`src/rtl/cl_irq_event_queue_if.sv`:
```
// ---------------------------------------------------------------------------
// cl_irq_event_queue_if
// Event record handshake between the interrupt event queue (master) and the
// host-side interrupt transactor that drains it (slave).
//   evt_valid  : head record available
//   evt_ready  : consumer accepts the head record
//   evt_vector : full interrupt vector captured with the event
//   evt_edges  : masked bits that changed
//   evt_ts     : timestamp of the event
// ---------------------------------------------------------------------------
interface cl_irq_event_queue_if #(
    parameter int IRQ_W = 32,
    parameter int TS_W  = 32
);
    logic             evt_valid;
    logic             evt_ready;
    logic [IRQ_W-1:0] evt_vector;
    logic [IRQ_W-1:0] evt_edges;
    logic [TS_W-1:0]  evt_ts;

    modport master (
        output evt_valid,
        output evt_vector,
        output evt_edges,
        output evt_ts,
        input  evt_ready
    );

    modport slave (
        input  evt_valid,
        input  evt_vector,
        input  evt_edges,
        input  evt_ts,
        output evt_ready
    );
endinterface

```
`src/rtl/cl_irq_event_queue.sv`:
```
// ---------------------------------------------------------------------------
// cl_irq_event_queue
// Watches a registered interrupt vector for per-bit level changes, stamps
// each change set with a free-running timestamp and queues the record in a
// first-word-fall-through FIFO drained through a valid/ready handshake.
// Ports:
//   clk, rst      : clock, asynchronous active-high reset
//   irq_in        : interrupt levels, synchronous to clk
//   irq_mask      : 1 = bit participates in change detection
//   evt_if        : record handshake (master side)
//   evt_count     : FIFO occupancy, 0..DEPTH
//   overflow      : sticky, a record was dropped because the FIFO was full
//   overflow_clr  : single-cycle pulse clearing overflow
//   irq_pending   : level to host, mirrors evt_valid
// ---------------------------------------------------------------------------
module cl_irq_event_queue #(
    parameter int IRQ_W = 32,
    parameter int DEPTH = 16,
    parameter int TS_W  = 32
) (
    input  logic                     clk,
    input  logic                     rst,
    input  logic [IRQ_W-1:0]         irq_in,
    input  logic [IRQ_W-1:0]         irq_mask,
    cl_irq_event_queue_if.master     evt_if,
    output logic [$clog2(DEPTH):0]   evt_count,
    output logic                     overflow,
    input  logic                     overflow_clr,
    output logic                     irq_pending
);
    localparam int AW = $clog2(DEPTH);
    localparam int PW = AW + 1;

    // Control state
    logic [IRQ_W-1:0] irq_q, irq_d;
    logic [TS_W-1:0]  ts_q, ts_d;
    logic [PW-1:0]    wptr_q, wptr_d;
    logic [PW-1:0]    rptr_q, rptr_d;
    logic [PW-1:0]    cnt_q, cnt_d;
    logic             ovf_q, ovf_d;

    // Record storage, deliberately not reset
    logic [IRQ_W-1:0] vec_mem [DEPTH];
    logic [IRQ_W-1:0] edg_mem [DEPTH];
    logic [TS_W-1:0]  ts_mem  [DEPTH];

    logic [IRQ_W-1:0] chg;
    logic             push;
    logic             pop;
    logic             push_acc;
    logic             empty;
    logic             full;

    always_comb begin
        chg      = (irq_in ^ irq_q) & irq_mask;
        push     = |chg;
        empty    = (wptr_q == rptr_q);
        // Extra pointer MSB distinguishes full from empty when indices match
        full     = (wptr_q[AW] != rptr_q[AW]) &&
                   (wptr_q[AW-1:0] == rptr_q[AW-1:0]);
        pop      = ~empty & evt_if.evt_ready;
        // A same-cycle pop frees the slot a full FIFO needs for the push
        push_acc = push & (~full | pop);

        irq_d    = irq_in;
        ts_d     = ts_q + TS_W'(1);
        wptr_d   = wptr_q + PW'(push_acc);
        rptr_d   = rptr_q + PW'(pop);
        cnt_d    = cnt_q + PW'(push_acc) - PW'(pop);

        // Set wins over clear so a drop coincident with the clear is kept
        ovf_d    = ovf_q;
        if (overflow_clr) begin
            ovf_d = 1'b0;
        end
        if (push & full & ~pop) begin
            ovf_d = 1'b1;
        end
    end

    always_ff @(posedge clk or posedge rst) begin
        if (rst) begin
            irq_q  <= '0;
            ts_q   <= '0;
            wptr_q <= '0;
            rptr_q <= '0;
            cnt_q  <= '0;
            ovf_q  <= 1'b0;
        end else begin
            irq_q  <= irq_d;
            ts_q   <= ts_d;
            wptr_q <= wptr_d;
            rptr_q <= rptr_d;
            cnt_q  <= cnt_d;
            ovf_q  <= ovf_d;
        end
    end

    // When full with a pop, the write lands in the slot being vacated; the
    // head is read combinationally before the edge so nothing is clobbered.
    always_ff @(posedge clk) begin
        if (push_acc) begin
            vec_mem[wptr_q[AW-1:0]] <= irq_in;
            edg_mem[wptr_q[AW-1:0]] <= chg;
            ts_mem[wptr_q[AW-1:0]]  <= ts_q;
        end
    end

    assign evt_if.evt_valid  = ~empty;
    assign evt_if.evt_vector = vec_mem[rptr_q[AW-1:0]];
    assign evt_if.evt_edges  = edg_mem[rptr_q[AW-1:0]];
    assign evt_if.evt_ts     = ts_mem[rptr_q[AW-1:0]];
    assign evt_count         = cnt_q;
    assign overflow          = ovf_q;
    assign irq_pending       = ~empty;

endmodule

```
`src/flat_wrapper.sv`:
```
// flat-port wrapper written by rule: the top's interface ports become plain ports
module cl_irq_event_queue_flat 
#(
    parameter int IRQ_W = 32,
    parameter int DEPTH = 16,
    parameter int TS_W  = 32
)
  (clk, rst, irq_in, irq_mask, evt_count, overflow, overflow_clr, irq_pending, evt_if_evt_valid, evt_if_evt_vector, evt_if_evt_edges, evt_if_evt_ts, evt_if_evt_ready);
  cl_irq_event_queue_if #(.IRQ_W(IRQ_W), .TS_W(TS_W)) evt_if_i ();
  input  logic clk;
  input  logic rst;
  input  logic [IRQ_W-1:0] irq_in;
  input  logic [IRQ_W-1:0] irq_mask;
  output logic [$clog2(DEPTH):0] evt_count;
  output logic overflow;
  input  logic overflow_clr;
  output logic irq_pending;
  output wire logic [$bits(evt_if_i.evt_valid)-1:0] evt_if_evt_valid;
  output wire logic [$bits(evt_if_i.evt_vector)-1:0] evt_if_evt_vector;
  output wire logic [$bits(evt_if_i.evt_edges)-1:0] evt_if_evt_edges;
  output wire logic [$bits(evt_if_i.evt_ts)-1:0] evt_if_evt_ts;
  input wire logic [$bits(evt_if_i.evt_ready)-1:0] evt_if_evt_ready;
  assign evt_if_evt_valid = evt_if_i.evt_valid;
  assign evt_if_evt_vector = evt_if_i.evt_vector;
  assign evt_if_evt_edges = evt_if_i.evt_edges;
  assign evt_if_evt_ts = evt_if_i.evt_ts;
  assign evt_if_i.evt_ready = evt_if_evt_ready;
  cl_irq_event_queue #(.IRQ_W(IRQ_W), .DEPTH(DEPTH), .TS_W(TS_W)) u_core (.clk(clk), .rst(rst), .irq_in(irq_in), .irq_mask(irq_mask), .evt_if(evt_if_i), .evt_count(evt_count), .overflow(overflow), .overflow_clr(overflow_clr), .irq_pending(irq_pending));
endmodule
```
`config.mk`:
```
export PLATFORM = sky130hd
export DESIGN_NAME = cl_irq_event_queue_flat
export DESIGN_NICKNAME = d
export VERILOG_FILES = /design/src/rtl/cl_irq_event_queue_if.sv /design/src/rtl/cl_irq_event_queue.sv /design/src/flat_wrapper.sv
export SDC_FILE = /design/constraint.sdc
export NUM_CORES = 1
export LEC_CHECK = 0
export CAP_MARGIN = 20
export CORE_ASPECT_RATIO = 1.25
export CORE_MARGIN = 5
export CORE_UTILIZATION = 45
export CTS_CLUSTER_SIZE = 16
export DETAILED_ROUTE_END_ITERATION = 7
export MAX_ROUTING_LAYER = met4
export PLACE_DENSITY = 0.66
export SLEW_MARGIN = 20
export SYNTH_ARGS = -nofsm -noshare
export SYNTH_HDL_FRONTEND = slang
export SYNTH_SLANG_ARGS = --single-unit
```
`constraint.sdc`:
```
create_clock -name clk -period 17.4 [get_ports clk]
set_input_delay 3.48 -clock clk [delete_from_list [all_inputs] [get_ports clk]]
set_output_delay 3.48 -clock clk [all_outputs]
set_load 0.03 [all_outputs]
```
# Word level (Yosys, flattened, before mapping)

Memory sizes are Yosys's and may differ from the RTL's.
Cells that the tools add are included.

Add/sub/neg operators: 5
Equal/unequal tests: 3
Mux-type cells: 4
Bitwise operators: 10
Reductions and logical operators: 3

Operators with widths:

| operator                                       | count |
|---|---|
| adder 32 x 1 -> 32 bit (second input constant) | 1 |
| bitwise AND 32 bit                             | 1 |
| OR reduction 32 bit                            | 1 |
| XOR 32 bit                                     | 1 |
| adder 5 x 1 -> 5 bit                           | 3 |
| equality test 5 bit                            | 1 |
| subtractor 5 x 1 -> 5 bit                      | 1 |
| bitwise AND 1 bit                              | 4 |
| equality test 4 bit                            | 1 |
| two-way mux 1 bit                              | 4 |
| inverter 1 bit                                 | 3 |
| nonzero test 2 bit                             | 1 |
| logical AND 1 bit                              | 1 |
| inequality test 1 bit                          | 1 |
| OR 1 bit                                       | 1 |

Register bits: 80
Memory bits (writable): 1,536
Input bits: 68
Output and inout bits: 104
Word-level logic and storage cells: 34
Memories: 3

Memories:

| name           | words | bits a word | read ports | clocked after Yosys merged registers in | write ports | RTL line                 | source |
|---|---|---|---|---|---|---|---|
| u_core.edg_mem | 16    | 32          | 1          | 0                                       | 1           | cl_irq_event_queue.sv:44 | `logic [IRQ_W-1:0] edg_mem [DEPTH];` |
| u_core.ts_mem  | 16    | 32          | 1          | 0                                       | 1           | cl_irq_event_queue.sv:45 | `logic [TS_W-1:0] ts_mem [DEPTH];` |
| u_core.vec_mem | 16    | 32          | 1          | 0                                       | 1           | cl_irq_event_queue.sv:43 | `logic [IRQ_W-1:0] vec_mem [DEPTH];` |

# Longest topological paths before layout

Gate-level depths: netlist (run 1).

Depth in word-level cells: 7
Mapped depth: 13
Mapped depth without buffers: 11

# Least setup slack after synthesis (run 1)

No wires, ideal clock.

Path type: in2reg
Start point: input irq_in[27]
End point: memory u_core.edg_mem[10][0] (enable)
Arrival time: 13,272 ps
Setup slack: 3,341 ps
Stages on the path: 6
Path buffers: 1
Path through: xor2_1 -> a22oi_1 -> nand4_1 -> nor4_4 -> buf_2 -> nor4_1

Longest elaborated chain between the ends: 6

RTL lines:

| item                                    | RTL line                  | source |
|---|---|---|
| start, declared                         | flat_wrapper.sv:12        | `input logic [IRQ_W-1:0] irq_in;` |
| XOR 32 bit                              | cl_irq_event_queue.sv:55  | `chg = (irq_in ^ irq_q) & irq_mask;` |
| bitwise AND 32 bit                      | cl_irq_event_queue.sv:55  |  |
| OR reduction 32 bit                     | cl_irq_event_queue.sv:56  | `push = \|chg;` |
| bitwise AND 1 bit                       | cl_irq_event_queue.sv:63  | `push_acc = push & (~full \| pop);` |
| two-way mux 1 bit                       | cl_irq_event_queue.sv:102 | `if (push_acc) begin` |
| two-way mux 1 bit (implied by the code) | cl_irq_event_queue.sv:104 | `edg_mem[wptr_q[AW-1:0]] <= chg;` |
| end, declared                           | cl_irq_event_queue.sv:44  |  |

Every way passes these cells.

# Final worst setup path (run 1)

Start point: register u_core.rptr_q[0]
End point: output evt_if_evt_vector[16]

Longest elaborated chain between the ends: 1

RTL lines:

| item                      | RTL line                 | source |
|---|---|---|
| start, declared           | cl_irq_event_queue.sv:38 | `logic [PW-1:0] rptr_q, rptr_d;` |
| start signal, assigned    | cl_irq_event_queue.sv:93 | `rptr_q <= rptr_d;` |
| memory read (16 x 32 bit) | --                       |  |
| end, declared             | flat_wrapper.sv:19       | `output wire logic [$bits(evt_if_i.evt_vector)-1:0] evt_if_evt_vector;` |

Every way passes these cells.

==> impl_metrics.csv, run 1 <==
group,metric,value,unit
detailed_routing,drt-initial-drc-count,2903,
clock_network,clockBufferDepth,3,
critical_path,crit_type,"reg -> out",
synthesis,async_flop_share,0.0495,
clock_network,cts_buffers,148,
place,dp_hpwl,73200,µm
pwr,ir_worst_vdd,0.000164,V
floorplan,coreArea,135000,µm²
synthesis,synth.distinct_cells,32,
detailed_routing,wirelength,141000,µm
worst_hold_path,worstHoldStart,"u_core.rptr_q[4]$_DFF_PP0_",
critical_path,required,13920,ps
critical_path,critPathSlowestCell,"buf_4",
synthesis,ys_seq_area_frac,0.785,
final_layout,layout-drive-gt1-share,0.274,
synthesis,synthCells,2454,
floorplan,ios,172,
clock_network,post_cts_buffers,0,
clock_network,cts_sinks,1616,
clock_network,cts_resized,0,
sta,period_share,0.532,
sta,skew,29.2,ps
synthesis,synthFlopType,"edfxtp_1",
detailed_routing,vias_per_cell,5.93,
clock_network,htree_levels,4,
final_layout,final_common_cell,"edfxtp_1",
pwr,power.density,181,nW/µm²
pwr,p_sw_frac,0.317,
detailed_routing,drtPass1Iterations,7,
critical_path,critPathMaxFanout,51,
clock_network,clk_latency,770,ps
sta,fmax,0.108,GHz
place,port_buffers,171,
sta,slew_violations,0,
synthesis,syn_nets,2533,
critical_path,timing.rr.start,"u_core.rptr_q[3]$_DFF_PP0_",
clock_network,cts_tree,"done",
detailed_routing,drc,0,
global_route,grt.overflow.total,0,
detailed_routing,wl_per_cell,30.5,µm
sta,rsz0062_at_grt,"no",
global_route,grt_first_pass_wirelength,205000,µm
clock_network,holdBufCountCts,0,
pwr,p_int,8.67,mW
critical_path,end_kind,"output pin",
global_route,grt_usage,0.203,
global_route,grt_max_degree,117,
synthesis,syn_area_per_cell,25.0,µm²
clock_network,cts-root-buf,"clkbuf_16",
synthesis,syn_area,61300,µm²
final_layout,syn_to_final_growth,14.1,%
final_layout,finish.utilization,0.517,
status,outcome,"finished, final reports clean",
critical_path,slowest_delay,790,ps
detailed_routing,routed-via-count,27400,
pwr,p_comb_frac,0.340,
sta,fin_tns_setup,0,ps
critical_path,crit_arrival,5770,ps
sta,max_slew_margin,0.293,
sta,setup_viol,0,
synthesis,synth_warnings,0,
floorplan,die_w,340,µm
sta,report.final.hold_viol_count,0,
pwr,p_seq_frac,0.412,
global_route,grt_antenna_before_repair,11,
place,gp_congestion,0.735,
critical_path,crit_chain,"buf_16, buf_4, buf_6, buf_4, mux4_2, mux4_2, clkdlybuf4s50_1",
floorplan,fp.dieH,423,µm
pwr,p_clk_frac,0.248,
critical_path,cp-startpoint,"u_core.rptr_q[0]$_DFF_PP0_",
sta,worst_pin_slew,1060,ps
pwr,power_leakage,22.3,nW
synthesis,synth_edf_count,1536,
final_layout,layout_common_cells,"1,536 x edfxtp_1, 480 x mux4_2, 171 x clkdlybuf4s50_1, 151 x clkbuf_16, 76 x dfrtp_1",
synthesis,ys_ff_latch,1616,
critical_path,worst-path-buf-inv,5,
pwr,switching_power,4.03,mW
final_layout,final_nets,2807,
sta,fin_crit,9250,ps
critical_path,startpoint_type,"register",
worst_hold_path,hold_class,"reg -> reg",
job,maxCapViolCount,0,
floorplan,start_util,0.453,
floorplan,dieArea,144000,µm²
final_layout,fillers,10100,
final_layout,register_area,48100,µm²
clock_network,clk_pin_slew,60,ps
global_route,first_global_vias,28800,
final_layout,multi_input_area,12600,µm²
detailed_routing,drtAntennaViolNets,0,
critical_path,critical_path.top_delay_family,"buffers and inverters",
floorplan,rows,151,
per-stage QoR:
| stage | hold WS, ps | setup WS (ps) | instances | total power, mW | instance area, µm² |
|---|---|---|---|---|---|
| after CTS | 507 | 7390 | 4608 | 12.9 | 69900 |
| after global routing | 539 | 7610 | 4615 | 13.2 | 70000 |
| after global placement | 482 | 8360 | 4334 | 9.63 | 65200 |
| final | 504 | 8150 | 4616 | 12.7 | 70000 |
| after floorplan | 466 | 3340 | 2454 | 8.32 | 61300 |
| after detailed placement | 488 | 8250 | 4336 | 9.72 | 65200 |
cell usage after synthesis (all sizes together) (3+ instances only):
| cell | n | area share |
|---|---|---|
| a22oi | 16 | 0.0020 |
| and2 | 35 | 0.0036 |
| and3 | 7 | 0.00071 |
| and4 | 3 | 0.00043 |
| buf | 63 | 0.0076 |
| clkbuf | 52 | 0.0032 |
| dfrtp | 80 | 0.033 |
| edfxtp | 1536 | 0.75 |
| ha | 10 | 0.0020 |
| inv | 10 | 0.00061 |
| mux4 | 480 | 0.18 |
| nand2 | 19 | 0.0012 |
| nand2b | 5 | 0.00051 |
| nand3 | 11 | 0.00090 |
| nand4 | 14 | 0.0014 |
| nor2 | 6 | 0.00037 |
| nor4 | 19 | 0.0022 |
| xnor2 | 35 | 0.0050 |
| xor2 | 42 | 0.0060 |
state kept, by name (all words and copies together) (netlist names):
name	flops
u_core.ts_mem	512
u_core.irq_q	32
u_core.overflow	1
u_core.rptr_q	5
u_core.edg_mem	512
u_core.evt_count	5
u_core.vec_mem	512
u_core.wptr_q	5
u_core.ts_q	32
area by class of cell:
class	instances	share of cell area
sequential	1616	0.688
clock inverter	63	0.00840
antenna	7	0.000250
timing repair buffer	239	0.0328
tap	1759	0.0314
clock buffer	209	0.0587
inverter	10	0.000572
multi-input combinational	713	0.180
routing by layer:
layer	vias up	share of wire	routed length (µm)	GRT usage
met2	1068	0.51	72400	0.331
li1	11100	-	-	-
met1	15000	0.40	56900	0.275
met3	189	0.064	9010	0.0330
met5	-	0	0	-
met4	0	0.018	2540	0.0447
cell families (layout without fill, tap and decap cells):
| kind of cell | Yosys count | count (layout) | share of synthesized area |
|---|---|---|---|
| compound gates | 21 | 21 | 0.00247 |
| xor+xnor | 77 | 77 | 0.0110 |
| fa+ha+maj | 11 | 11 | 0.00237 |
| buf+inv | 125 | 521 | 0.0114 |
| flops | 1616 | 1616 | 0.785 |
| mux | 480 | 480 | 0.176 |
| other cells | 0 | 7 | 0 |
| simple gates | 124 | 124 | 0.0119 |
path summary, 6_finish.rpt:
| kind | endpoint | slack (ps) | cells after the start |
|---|---|---|---|
| worst max-delay path | evt_if_evt_vector[16] | 8150 | 7 |
| worst min-delay path | u_core.rptr_q[4]$_DFF_PP0_ | 500 | 1 |
| worst max register to register | u_core.evt_count[4]$_DFF_PP0_ | 12120 | 11 |
| worst min register to register | u_core.rptr_q[4]$_DFF_PP0_ | 500 | 1 |
| max in group asynchronous | u_core.rptr_q[1]$_DFF_PP0_ | 12900 | 3 |
| min in group asynchronous | u_core.evt_count[3]$_DFF_PP0_ | 3220 | 2 |
power groups by stage:
stage	clock network [mW]	logic [mW]	registers (mW)
6_report	3.15	4.32	5.23
5_1_grt	3.39	4.56	5.28
4_1_cts	3.21	4.40	5.27
3_5_place_dp	0	4.38	5.34
3_3_place_gp	0	4.34	5.29
2_1_floorplan	0	2.90	5.42
Power figures use the tool's default switching activity.
==> inputs of run 2 (changes only) <==
PLACE_DENSITY = 0.69   (was 0.66)
clock period = 8.5 ns   (was 17.4 ns; I/O delays follow)
==> run 2 against run 1 <==
Against the previous run: wire length decreased by 1.6%; final cell count decreased by 0.28%; flip-flop and latch count stayed put; clock power up 100%; sequential share of layout area is essentially flat.
==> impl_metrics.csv, run 2 (synthesized netlist as in run 1, its figures left out) <==
group,metric,value,unit
pwr,total_power,26.0,mW
critical_path,reg2reg_to,"u_core.evt_count[4]$_DFF_PP0_",
critical_path,crit_arrival,4300,ps
sta,rsz0062_at_grt,"no",
sta,setup_viol,0,
detailed_routing,drtAntennaViolNets,0,
critical_path,critPathMaxFanout,44,
detailed_routing,drt-initial-drc-count,2725,
critical_path,cp-startpoint,"u_core.rptr_q[0]$_DFF_PP0_",
worst_hold_path,hold_class,"reg -> reg",
detailed_routing,wl_per_cell,30.1,µm
place,port_buffers,171,
final_layout,layout_common_cells,"1,536 x edfxtp_1, 480 x mux4_2, 171 x clkdlybuf4s50_1, 149 x clkbuf_16, 76 x dfrtp_1",
final_layout,finish.utilization,0.517,
critical_path,end_kind,"output pin",
critical_path,startpoint_type,"register",
detailed_routing,routed-via-count,27300,
status,outcome,"finished, final reports clean",
clock_network,clockBufferDepth,3,
place,dp_hpwl,75200,µm
detailed_routing,wirelength,139000,µm
floorplan,die_w,340,µm
global_route,grt.overflow.total,0,
final_layout,syn_to_final_growth,14.1,%
critical_path,timing.rr.start,"u_core.rptr_q[1]$_DFF_PP0_",
sta,timing.final.ws_setup,2500,ps
sta,period_share,0.706,
clock_network,holdBufCountCts,0,
place,place_ws,2690,ps
global_route,first_global_vias,28800,
critical_path,ff2ff_setup_slack,3890,ps
sta,slew_violations,0,
floorplan,start_util,0.453,
critical_path,rr_worst_depth,11,
final_layout,final_nets,2797,
sta,worst_pin_slew,1070,ps
floorplan,coreArea,135000,µm²
final_layout,final_common_cell,"edfxtp_1",
sta,fmax,0.167,GHz
clock_network,cts_resized,0,
clock_network,cts_tree,"done",
clock_network,cts_buffers,145,
floorplan,fp.dieH,423,µm
sta,report.final.hold_viol_count,0,
pwr,ir_worst_vdd,0.000286,V
worst_hold_path,hold_depth,1,
global_route,grt_usage,0.199,
final_layout,layout-drive-gt1-share,0.273,
detailed_routing,drtPass1Iterations,5,
clock_network,cts-root-buf,"clkbuf_16",
pwr,power_leakage,22.3,nW
clock_network,clk_latency,760,ps
global_route,grt_antenna_before_repair,10,
clock_network,cts_sinks,1616,
sta,skew,31.0,ps
clock_network,htree_levels,4,
sta,max_slew_margin,0.290,
floorplan,dieArea,144000,µm²
worst_hold_path,worstHoldStart,"u_core.wptr_q[4]$_DFF_PP0_",
place,gp_congestion,0.762,
critical_path,crit_type,"reg -> out",
clock_network,post_cts_buffers,0,
sta,fin_crit,6000,ps
detailed_routing,vias_per_cell,5.93,
floorplan,rows,151,
critical_path,required,6800,ps
job,maxCapViolCount,0,
global_route,grt_max_degree,116,
pwr,power.density,371,nW/µm²
worst_hold_path,hold-path-endpoint,"u_core.wptr_q[4]$_DFF_PP0_",
detailed_routing,drc,0,
floorplan,ios,172,
global_route,grt_first_pass_wirelength,202000,µm
clock_network,clk_pin_slew,60,ps
run 2: cell count changes in the layout (fill, tap and decap cells not counted), sizes merged:
cell      before  now
buf           68   61
diode          7    8
bufinv         8   12
clkinvlp       3    2
inv           18   14
clkbuf       209  190
clkinv        44   57
run 2: critical path, cell delays in order (launching register included):
cell and delay [ps]:
dfrtp_4 880, buf_4 810, mux4_2 610, mux4_2 560, clkdlybuf4s50_1 630
run 2: worst max path at each step:
stage | end | slack [ps]
2_1_floorplan | u_core.edg_mem[10][0]$_DFFE_PP_ | -3780
3_3_place_gp | u_core.ts_mem[2][12]$_DFFE_PP_ | 2800
3_5_place_dp | u_core.vec_mem[10][17]$_DFFE_PP_ | 2690
4_1_cts | evt_if_evt_vector[5] | 2310
5_1_grt | evt_if_evt_vector[5] | 2190
6_report | evt_if_evt_vector[6] | 2500
run 2: report_power, final:
part           total (mW)  internal (mW)  switching (mW)
logic                8.77           3.83            4.94
registers            10.8           10.3           0.502
clock network        6.43           3.63            2.80
run 2: area by class of cell:
type	instances	area [µm²]
tap	1759	2200
inverter	10	40.0
clock buffer	190	3910
multi-input combinational	713	12600
sequential	1616	48100
fill	10000	65500
clock inverter	75	758
timing repair buffer	232	2290
antenna	8	20.0
run 2: metal layers:
layer / track usage / wire length [µm] / up-vias
met4: 0.0563 / 3590 / 0
met3: 0.0464 / 10600 / 187
met2: 0.320 / 70100 / 1087
met1: 0.258 / 54300 / 14900
met5: - / 0 / -
li1: - / - / 11100
run 2: stage by stage:
step | area, µm² | cells | hold WS [ps] | TNS (ps)
floorplan | 61300 | 2454 | 466 | -5676370
global placement | 65300 | 4329 | 482 | 0
detailed placement | 65300 | 4329 | 494 | 0
CTS | 69900 | 4594 | 503 | 0
global route | 70000 | 4603 | 510 | 0
finish | 70000 | 4603 | 504 | 0
==> inputs of run 3 (changes only) <==
clock period = 4.8 ns   (was 8.5 ns; I/O delays follow)
==> run 3 against run 2 <==
Against the previous run: clock-buffer cell count decreased by 10; sequential power is 75% higher; combinational power increased by 85%; wire length decreased by 1.1%; largest cell class unchanged; critical path depth up 1; final cell count rose by 1.3%; design area increased by 1.8%; first-iteration DRC count grew 5.8%; critical path type unchanged; clock power rose by 84%.
==> impl_metrics.csv, run 3 (synthesized netlist as in run 1, its figures left out) <==
group,metric,value,unit
critical_path,critPathMaxFanout,14,
detailed_routing,drtPass1Iterations,5,
critical_path,crit_type,"reg -> out",
floorplan,dieArea,144000,µm²
final_layout,layout-drive-gt1-share,0.295,
critical_path,rr_worst_depth,9,
global_route,grt.overflow.total,0,
sta,fin_crit,4620,ps
global_route,first_global_vias,28800,
pwr,power.density,659,nW/µm²
pwr,power_leakage,22.8,nW
detailed_routing,drc,0,
job,maxCapViolCount,0,
pwr,p_sw_frac,0.317,
clock_network,clk_latency,780,ps
global_route,grt-busiest-layer,"met2",
sta,max_slew_margin,0.464,
final_layout,finish.utilization,0.526,
worst_hold_path,worstHoldStart,"u_core.wptr_q[4]$_DFF_PP0_",
floorplan,die_w,340,µm
sta,report.final.hold_viol_count,0,
pwr,switching_power,14.9,mW
place,port_buffers,171,
critical_path,crit_chain,"buf_12, buf_4, mux4_2, mux4_2, clkdlybuf4s50_1",
clock_network,cts_buffers,148,
critical_path,slowest_delay,640,ps
pwr,p_comb_frac,0.345,
worst_hold_path,hold_class,"reg -> reg",
detailed_routing,vias_per_cell,5.89,
sta,timing.final.ws_setup,178,ps
worst_hold_path,hold-path-endpoint,"u_core.wptr_q[4]$_DFF_PP0_",
final_layout,final_common_cell,"edfxtp_1",
sta,worst_pin_slew,804,ps
pwr,p_int,32.1,mW
global_route,grt_max_degree,85,
clock_network,clockBufferDepth,3,
pwr,p_seq_frac,0.403,
sta,rsz0062_at_grt,"no",
pwr,total_power,46.9,mW
critical_path,required,3840,ps
global_route,grt_use_met2,0.326,
final_layout,multi_input_area,12800,µm²
clock_network,htree_levels,4,
global_route,gr-usage-met3,0.0405,
global_route,use_met1,0.253,
detailed_routing,wirelength,137000,µm
global_route,grt_antenna_before_repair,6,
sta,fin_tns_setup,0,ps
place,post-place-cells,4378,
floorplan,coreArea,135000,µm²
floorplan,start_util,0.453,
clock_network,clk_pin_slew,60,ps
clock_network,cts_sinks,1616,
final_layout,fillers,9885,
critical_path,worst_path_most_repeated_cell,"mux4_2",
status,outcome,"finished, final reports clean",
final_layout,register_area,48100,µm²
global_route,grt_usage,0.197,
place,dp_hpwl,76300,µm
detailed_routing,wl_per_cell,29.4,µm
sta,skew,45.7,ps
sta,period_share,0.963,
critical_path,cp-startpoint,"u_core.rptr_q[0]$_DFF_PP0_",
critical_path,startpoint_type,"register",
floorplan,ios,172,
sta,setup_viol,0,
detailed_routing,drt-initial-drc-count,2883,
final_layout,layout.cells.non_filler,4662,
global_route,grt_first_pass_wirelength,201000,µm
pwr,p_clk_frac,0.252,
place,place_ws,349,ps
worst_hold_path,hold_depth,1,
critical_path,ff2ff_setup_slack,1450,ps
clock_network,cts_tree,"done",
detailed_routing,drtAntennaViolNets,0,
critical_path,critPathSlowestCell,"clkdlybuf4s50_1",
critical_path,timing.rr.start,"u_core.rptr_q[3]$_DFF_PP0_",
final_layout,syn_to_final_growth,16.1,%
critical_path,crit_arrival,3660,ps
final_layout,final_nets,2852,
detailed_routing,routed-via-count,27400,
sta,slew_violations,0,
clock_network,cts-root-buf,"clkbuf_16",
place,gp_congestion,0.772,
pwr,ir_worst_vdd,0.000484,V
critical_path,end_kind,"output pin",
floorplan,rows,151,
final_layout,layout_common_cells,"1,536 x edfxtp_1, 480 x mux4_2, 155 x clkdlybuf4s50_1, 151 x clkbuf_16, 78 x buf_4",
critical_path,reg2reg_to,"u_core.evt_count[4]$_DFF_PP0_",
floorplan,fp.dieH,423,µm
sta,fmax,0.216,GHz
clock_network,holdBufCountCts,0,
run 3: worst max-delay path, delay by kind of cell (launching register included):
kind / cells / cell delay, ps
buffers and inverters: 3 / 1150
muxes: 2 / 1130
DFF: 1 / 590
run 3: per-layer routing:
metal	share of wire	routed length, µm
met3	0.070	9590
met5	0	0
met1	0.39	53000
met4	0.025	3480
met2	0.52	71100
run 3: how the worst max path moves through the flow:
stage	end	slack, ps	depth (start not counted)
global placement	u_core.evt_count[4]$_DFF_PP0_	330	11
finish	evt_if_evt_edges[18]	180	5
CTS	evt_if_evt_edges[26]	2	5
global route	evt_if_evt_ts[9]	40	5
floorplan	u_core.edg_mem[4][0]$_DFFE_PP_	-420	6
detailed placement	u_core.evt_count[4]$_DFF_PP0_	350	11
run 3: area by class of cell:
type                       instances  area share
multi-input combinational        713       0.179
tap                             1759      0.0309
clock inverter                    95      0.0137
inverter                          10    0.000562
antenna                            5    0.000176
sequential                      1616       0.676
timing repair buffer             284      0.0441
clock buffer                     180      0.0554
run 3: power groups by stage:
stage                     combinational (mW)  clock, mW  sequential [mW]
after global routing                    17.1       12.6             19.1
after detailed placement                16.5          0             19.2
after CTS                               16.6       12.0             19.0
after floorplan                         10.7          0             19.1
after global placement                  16.5          0             19.0
final                                   16.2       11.8             18.9
run 3: what timing repair did:
item / CTS / global route
setup endpoints to repair: 6 / 17
cloned: 0 / 0
buffers inserted: 0 / 4
gates resized for setup: 3 / 0
run 3: per-stage QoR:
| step | area [µm²] | hold WS [ps] |
|---|---|---|
| CTS | 71200 | 522 |
| floorplan | 61600 | 466 |
| global route | 71200 | 524 |
| detailed placement | 66300 | 508 |
| finish | 71200 | 510 |
| global placement | 66200 | 488 |
